**src/rtl/i2s_tx.sv**
```systemverilog
// Left-justified I2S-style transmitter for the CS4272: codec clocks, codec reset and SDin from a 10-bit frame counter.
// Optional I2S_TX_HOLD_LAST_EN: on underrun repeat the last loaded pair instead of sending silence.
module i2s_tx #(
  parameter int unsigned DW = 16
) (
  input  logic          clk,
  input  logic          rst,
  input  logic [DW-1:0] lft_in,
  input  logic [DW-1:0] rht_in,
  input  logic          smpl_vld,
  output logic          smpl_rdy,
  output logic          MCLK,
  output logic          SCLK,
  output logic          LRCLK,
  output logic          SDin,
  output logic          RSTn,
  output logic          frm_strt,
  output logic          undr
);

  localparam int unsigned CW = 10;
  localparam int unsigned SW = 2 * DW;
  localparam logic [CW-1:0] LOAD_CNT = CW'(10'h1FF);
  localparam logic [CW-1:0] WRAP_CNT = CW'(10'h3FF);

  typedef enum logic {
    S_EMPTY = 1'b0,
    S_FULL  = 1'b1
  } state_t;

  state_t          state_q, state_d;
  logic [CW-1:0]   cnt;
  logic            rstn_q;
  logic            frm_q;
  logic            undr_q;
  logic [DW-1:0]   hold_l, hold_r;
  logic [SW-1:0]   shreg;
  logic [SW-1:0]   load_word;
  logic [SW-1:0]   undr_word;
  logic            load;
  logic            shift;
  logic            hold_en;
  logic            empty_miss;

  // Loads happen once per frame, just before LRCLK rises, and only after the codec is out of reset.
  assign load  = rstn_q && (cnt == LOAD_CNT);
  assign shift = (cnt[4:0] == 5'h1F) && (cnt != LOAD_CNT);

  // Holding buffer state machine.
  always_comb begin
    state_d = state_q;
    hold_en = 1'b0;
    if (state_q == S_EMPTY) begin
      if (smpl_vld && !load) begin
        state_d = S_FULL;
        hold_en = 1'b1;
      end
    end else if (load) begin
      state_d = S_EMPTY;
    end
  end

  // Word for the next frame: buffered pair, bypassed input pair, or underrun fill.
  always_comb begin
    load_word  = undr_word;
    empty_miss = 1'b0;
    if (state_q == S_FULL) begin
      load_word = {hold_l, hold_r};
    end else if (smpl_vld) begin
      load_word = {lft_in, rht_in};
    end else begin
      empty_miss = 1'b1;
    end
  end

`ifdef I2S_TX_HOLD_LAST_EN
  logic [SW-1:0] last_q;

  always_ff @(posedge clk) begin
    if (rst) begin
      last_q <= '0;
    end else if (load) begin
      last_q <= load_word;
    end
  end

  assign undr_word = last_q;
`else
  assign undr_word = '0;
`endif

  always_ff @(posedge clk) begin
    if (rst) begin
      cnt     <= '0;
      rstn_q  <= 1'b0;
      state_q <= S_EMPTY;
      hold_l  <= '0;
      hold_r  <= '0;
      shreg   <= '0;
      frm_q   <= 1'b0;
      undr_q  <= 1'b0;
    end else begin
      cnt     <= cnt + CW'(1);
      state_q <= state_d;
      frm_q   <= load;
      undr_q  <= load && empty_miss;
      if (cnt == WRAP_CNT) begin
        rstn_q <= 1'b1;
      end
      if (hold_en) begin
        hold_l <= lft_in;
        hold_r <= rht_in;
      end
      if (load) begin
        shreg <= load_word;
      end else if (shift) begin
        shreg <= {shreg[SW-2:0], 1'b0};
      end
    end
  end

  assign smpl_rdy = (state_q == S_EMPTY);
  assign MCLK     = cnt[1];
  assign SCLK     = cnt[4];
  assign LRCLK    = cnt[9];
  assign SDin     = shreg[SW-1];
  assign RSTn     = rstn_q;
  assign frm_strt = frm_q;
  assign undr     = undr_q;

endmodule

```
**config.mk**
```make
export PLATFORM = sky130hd
export DESIGN_NAME = i2s_tx
export DESIGN_NICKNAME = d
export VERILOG_FILES = /design/src/rtl/i2s_tx.sv
export SDC_FILE = /design/constraint.sdc
export NUM_CORES = 1
export LEC_CHECK = 0
export CORE_MARGIN = 3
export CORE_UTILIZATION = 35
export DETAILED_ROUTE_END_ITERATION = 8
export GPL_TIMING_DRIVEN = 0
export PLACE_DENSITY = 0.59
export RECOVER_POWER = 25
export SYNTH_ARGS = -nofsm -noshare
export SYNTH_HDL_FRONTEND = slang
export SYNTH_SLANG_ARGS = --single-unit
```
**constraint.sdc**
```tcl
create_clock -name clk -period 4.8 [get_ports clk]
set_input_delay 0.48 -clock clk [delete_from_list [all_inputs] [get_ports clk]]
set_output_delay 0.48 -clock clk [all_outputs]
set_load 0.1 [all_outputs]
```
==> results of run 1 <==
layout by cell type, fill, tap and decap left out, types with 2 or more instances in the layout:
master           netlist  routed
a21oi_1               58      58
a21oi_2                6       6
a22oi_1               31      31
and4_1                 3       3
buf_2                 12      10
buf_6                  4       3
buf_8                  2       2
clkbuf_1              18      24
clkbuf_8               0      10
clkdlybuf4s50_1        0      40
clkinv_2               0       2
dfxtp_1               78      78
ha_1                   2       2
nand2_1              131     131
nand3_1                6       6
nand3_2               28      28
nand4_1                2       3
nor2_1                 9       9
nor2b_1                5       5
nor3_1                 1       2
o21ai_0               32      32
o31a_1                 2       2
xnor2_1                3       3
xor2_1                 4       4
worst paths after layout:
check                     startpoint  slack, ns                       to
min          hold_l[15]$_SDFFE_PP0P_       0.46  hold_l[15]$_SDFFE_PP0P_
max reg2reg        cnt[1]$_SDFF_PP0_       2.25  hold_l[13]$_SDFFE_PP0P_
min reg2reg  hold_l[15]$_SDFFE_PP0P_       0.46  hold_l[15]$_SDFFE_PP0P_
max               state_q$_SDFF_PP0_       1.66                 smpl_rdy
sequential cells by signal, indices dropped and copies added, names as in the netlist:
register	flops
undr	1
hold_r	16
hold_l	16
RSTn	1
state_q	1
cnt	10
shreg	32
frm_strt	1
critical path: stages (launching register included):
cell,delay [ns]
dfxtp_1,0.42
clkbuf_1,0.42
clkbuf_1,0.42
inv_1,0.08
clkdlybuf4s50_1,0.98
logic make-up after synthesis:
logic type	synth area share, %
xor gates and xnor gates	1.66
and+or+nand+nor	27.3
adders and majority gates	0.677
AOI/OAI and AO/OA	21.7
DFF	42.3
buffers and inverters	6.33
synthesized netlist by cell type:
cell / instances / area share, %
a21oi_1: 58 / 7.9
buf_8: 2 / 0.81
buf_2: 12 / 1.6
and4_1: 3 / 0.71
o31ai_4: 2 / 1.2
nand4_1: 2 / 0.34
a31oi_1: 1 / 0.17
xor2_1: 4 / 0.95
nand2b_1: 1 / 0.17
nand3_1: 6 / 0.81
o31a_1: 2 / 0.47
and3_1: 1 / 0.17
dfxtp_1: 78 / 42
a21oi_2: 6 / 1.4
buf_12: 1 / 0.54
xnor2_1: 3 / 0.71
inv_1: 1 / 0.10
nor2_1: 9 / 0.91
ha_1: 2 / 0.68
nor2b_1: 5 / 0.85
o21ai_0: 32 / 4.3
buf_1: 2 / 0.20
nor4_4: 1 / 0.58
or3_1: 1 / 0.17
nand4_4: 2 / 1.2
nand3_2: 28 / 7.6
buf_6: 4 / 1.2
nor3_4: 1 / 0.44
nand2_1: 131 / 13
nor3_1: 1 / 0.14
clkbuf_1: 18 / 1.8
a22oi_1: 31 / 6.3
stage by stage:
step           cells  hold slack [ns]
6_report         639            0.457
2_1_floorplan    451            0.426
3_5_place_dp     624            0.447
4_1_cts          639            0.457
5_1_grt          639            0.474
3_3_place_gp     624            0.442
layer usage:
| metal | vias up | global-route usage, % | routed length (um) |
|---|---|---|---|
| met1 | 1517 | 23.4 | 4460 |
| li1 | 1651 | - | - |
| met2 | 85 | 25.6 | 4280 |
| met5 | - | 0 | 0 |
| met3 | 14 | 2.84 | 499 |
| met4 | 0 | 6.22 | 147 |
layout make-up:
class,instances,area [um2],area share (%)
clock buffer,11,141,3.23
tap,133,166,3.80
buffer,39,204,4.65
timing repair buffer,40,400,9.14
clock inverter,4,47.5,1.08
multi-input combinational,333,1860,42.4
inverter,1,3.75,0.0856
sequential,78,1560,35.6
report_power, final:
part           leakage (nW)  internal [mW]  switching (mW)
Clock                0.0952          0.250           0.235
Combinational         0.721         0.0519          0.0860
Sequential            0.634          0.664          0.0101
Total                  1.45          0.966           0.331
==> metrics.txt, run 1 <==
outcome complete, no violations; via count 3267; setup TNS 0 ns; R2R cell count 6; Worst Hold Depth 2; count of hold buffers inserted by post-cts repair 0; H-Tree Level Count 3; post-cts resize count 0; CP Class flip-flop to primary output; worst-margin pin slew between 0.9 and 1 ns; post-synthesis average cell area between 8 and 9 um2; Final Hold Viols 0; Design Power approximately 1.3 mW; number of vias per cell 5.11; gpl congestion 0.749; final setup margin ~1.7 ns; Yosys cell types 32; share of cells above drive strength 1 around an eighth; DIE HEIGHT 109 um; Final nets 539; Leak 1.45 nW; Buffers on Ports 40; initial DRC count 209; Initial Utilization 36.9%; clock sinks 78; crit path launch type flip-flop; Final Util 43.8%; standard-cell rows 36; fin crit period around 3.1 ns; vias in the first global route 3102; die area around 0.012 mm2; CTS tree done; pwr/cell area 296 mW/mm2; critical path required time 4.32 ns; mapped cell area about 0.0037 mm2; drt first pass iters 5; Total GRT Usage about 17%; wirelength, routed 9380 um; DP HPWL 6490 um; Worst-path clk slew 0.08 ns; GRT Residual Overflow 0; Final Cycle Share 65.5%; first-pass GRT wire length 15500 um; pin count of the biggest net entering global routing 13; final setup fails 0; Slew headroom approximately a third; synth warn 0; Setup Buffers After CTS 0; post-place setup slack 2.03 ns; core area 0.0100 mm2; critical path endpoint category primary output; VDD IR max 0.000155 V; worst clock skew about 0.0076 ns; RSZ-0062 raised after global routing no; HP Class flip-flop to flip-flop; Layout fillers between 1000 and 1500; Final Cell Area 0.00438 mm2; initial antenna violation count 0; CP Data Arrival Time between 2 and 3 ns; sequential share of the synthesized area 42.3%; Max Freq roughly 320 MHz; num ports 43; number of synthesized register bits between 70 and 80; # diodes 0; chip width 109 um; Slew Viols, Final 0; CTS root buffer clkbuf_8; drt drc 0; CTS Buf Count 9; Routed wire per std cell 14.7 um; max-cap viol count 0; Post-DP Area 0.00426 mm2; antenna-violating nets left 0; CTS Buffer Depth 2; syn nets 488; clock latency on the worst-skew pair 0.35 ns; cells after synthesis 451; Area growth syn-to-layout 18.7%; CP Max Fanout 10
(Power assumes the default switching activity.)
==> run 2: changes to the inputs <==
==> constraint.sdc (replaced) <==
create_clock -name clk -period 3.1 [get_ports clk]
set_input_delay 0.31 -clock clk [delete_from_list [all_inputs] [get_ports clk]]
set_output_delay 0.31 -clock clk [all_outputs]
set_load 0.1 [all_outputs]
==> metrics.txt, run 2 (synthesis gave the netlist of run 1 again) <==
Final Cycle Share 82.2%; outcome complete, no violations; Largest register FFs 32 (unchanged); CP Max Fanout 10 (unchanged); Final Cell Area 0.00439 mm2 (about the same); CTS tree done; critical path endpoint category flip-flop; R2R cell count 6 (unchanged); share of cells above drive strength 1 13.0% (unchanged); Initial Utilization 36.9% (unchanged); flop2flop setup slack 0.55 ns (-1.70 ns); hold wc startpoint hold_l[15]$_SDFFE_PP0P_; H-Tree Level Count 3 (unchanged); Buffers on Ports 40 (unchanged); pin count of the biggest net entering global routing 13 (unchanged); via count 3267 (unchanged); max-cap viol count 0 (unchanged); CTS Buffer Depth 2 (unchanged); worst clock skew 0.00755 ns (unchanged); initial antenna violation count 0 (unchanged); worst-margin pin slew 0.976 ns (unchanged); initial DRC count 209 (unchanged); Worst path slowest cell o31ai_1; cell family with most CP delay compound AO/OA/AOI/OAI gates; fin crit period 2.55 ns; wirelength, routed 9380 um (about the same); Layout fillers 1023 (-0.098%); VDD IR max 0.000240 V (+55%); RR Endpoint hold_l[13]$_SDFFE_PP0P_; DIE HEIGHT 109 um (unchanged); most common cell after layout, fill and taps aside nand2_1; Largest regs shreg: 32 flops, hold_l: 16 flops, hold_r: 16 flops; Worst-path clk slew 0.08 ns (about the same); CTS root buffer clkbuf_8; antenna-violating nets left 0 (unchanged); Max Freq slightly below 400 MHz; number of vias per cell 5.11 (unchanged); setup TNS 0 ns (unchanged); worst r2r src cnt[1]$_SDFF_PP0_; CP Data Arrival Time 2.82 ns (+0.16 ns); num ports 43 (unchanged); clock sinks 78 (unchanged); HP Class flip-flop to flip-flop; Endpoint, Worst Hold hold_l[15]$_SDFFE_PP0P_; clock latency on the worst-skew pair 0.35 ns (about the same); placed instance count 624 (unchanged); DP HPWL 6490 um (unchanged); most frequent cells in the layout nand2_1 (131), dfxtp_1 (78), a21oi_1 (58); Final nets 539 (unchanged); first-pass GRT wire length 15500 um (unchanged); CTS Buf Count 9 (unchanged); Area growth syn-to-layout 18.7% (about the same); gpl congestion 0.749 (unchanged); RSZ-0062 raised after global routing no; crit path launch type flip-flop; Worst Hold Depth 2 (unchanged); GRT Residual Overflow 0 (unchanged); Reg with most FFs shreg; drt first pass iters 5 (unchanged); chip width 109 um (unchanged); final setup fails 0 (unchanged); CP max stage delay 0.83 ns (-0.15 ns); Routed wire per std cell 14.7 um (about the same); critical path required time 3.37 ns (-0.95 ns); Slew headroom 34.7% (unchanged); die area 0.0118 mm2 (unchanged); count of hold buffers inserted by post-cts repair 0 (unchanged); CP Class flip-flop to flip-flop; vias in the first global route 3102 (unchanged); Leak 1.46 nW (+0.41%); pwr/cell area 458 mW/mm2 (+55%); Slew Viols, Final 0 (unchanged); standard-cell rows 36 (unchanged); CP Buf/Inv Count 1 (-3); CP Cell Sequence ha_1 > nand4_1 > o31ai_1 > clkbuf_1 > nand2_1 > a21oi_1; Final Non-Filler Cells 639 (unchanged); core area 0.0100 mm2 (unchanged); Storage cell area 0.00156 mm2 (unchanged); # diodes 0 (unchanged); Final Hold Viols 0 (unchanged); area occupied by multi-input gates 0.00186 mm2 (unchanged); Total GRT Usage 16.7% (unchanged); Post-DP Area 0.00426 mm2 (unchanged); drt drc 0 (unchanged)
[run 2: changes by cell type in the layout (fill, tap and decap cells not counted), sizes merged]
cell and delta:
clkdlybuf4s50 -1, dlymetal6s2s +1
[run 2: what timing repair did]
item,4_1_cts,5_1_grt
endpoints found under the setup margin,0,1
gates resized for setup,0,1
buffers inserted,0,0
[run 2: through the flow]
step	hold slack [ns]	setup WS [ns]	total power [mW]	utilization [%]
after floorplan	0.426	0.610	1.19	-
after global routing	0.474	0.333	2.11	43.9
after global placement	0.442	0.465	1.28	42.6
after detailed placement	0.447	0.498	1.28	42.6
after CTS	0.457	0.102	2.04	44.5
final	0.457	0.551	2.01	43.9
[run 2: cell type report]
class / count / area share, %
Multi-Input combinational cell: 333 / 42.4
Tap cell: 133 / 3.79
Clock inverter: 4 / 1.08
Inverter: 1 / 0.0856
Sequential cell: 78 / 35.6
Clock buffer: 11 / 3.22
Timing Repair Buffer: 40 / 9.19
Buffer: 39 / 4.65
[run 2: worst max path at each step]
stage | startpoint | endpoint | slack [ns] | cells past startpoint
after floorplan | cnt[1]$_SDFF_PP0_ | shreg[10]$_SDFFE_PP0P_ | 0.61 | 7
after global placement | state_q$_SDFF_PP0_ | smpl_rdy | 0.46 | 4
after detailed placement | state_q$_SDFF_PP0_ | smpl_rdy | 0.50 | 4
after CTS | state_q$_SDFF_PP0_ | smpl_rdy | 0.10 | 4
after global routing | cnt[1]$_SDFF_PP0_ | hold_l[14]$_SDFFE_PP0P_ | 0.33 | 6
final | cnt[1]$_SDFF_PP0_ | hold_l[13]$_SDFFE_PP0P_ | 0.55 | 6
[run 2: routing by layer]
metal,up-vias,GRT usage (%),wire length (um)
met5,-,0,0
met4,0,6.22,147
met3,14,2.84,499
met2,85,25.6,4280
met1,1517,23.4,4450
li1,1651,-,-
[run 2: power by group]
part           switching (mW)  internal (mW)  total (mW)
clock network           0.364          0.387       0.752
registers              0.0156           1.03        1.04
logic                   0.133         0.0803       0.213
total                   0.513           1.50        2.01
[run 2: worst min-delay path: cells and delay by family (launching register included)]
family | cells | cell delay (ns)
AO/OA/AOI/OAI | 1 | 0.05
flip-flops | 1 | 0.32
AND/OR/NAND/NOR | 1 | 0.05
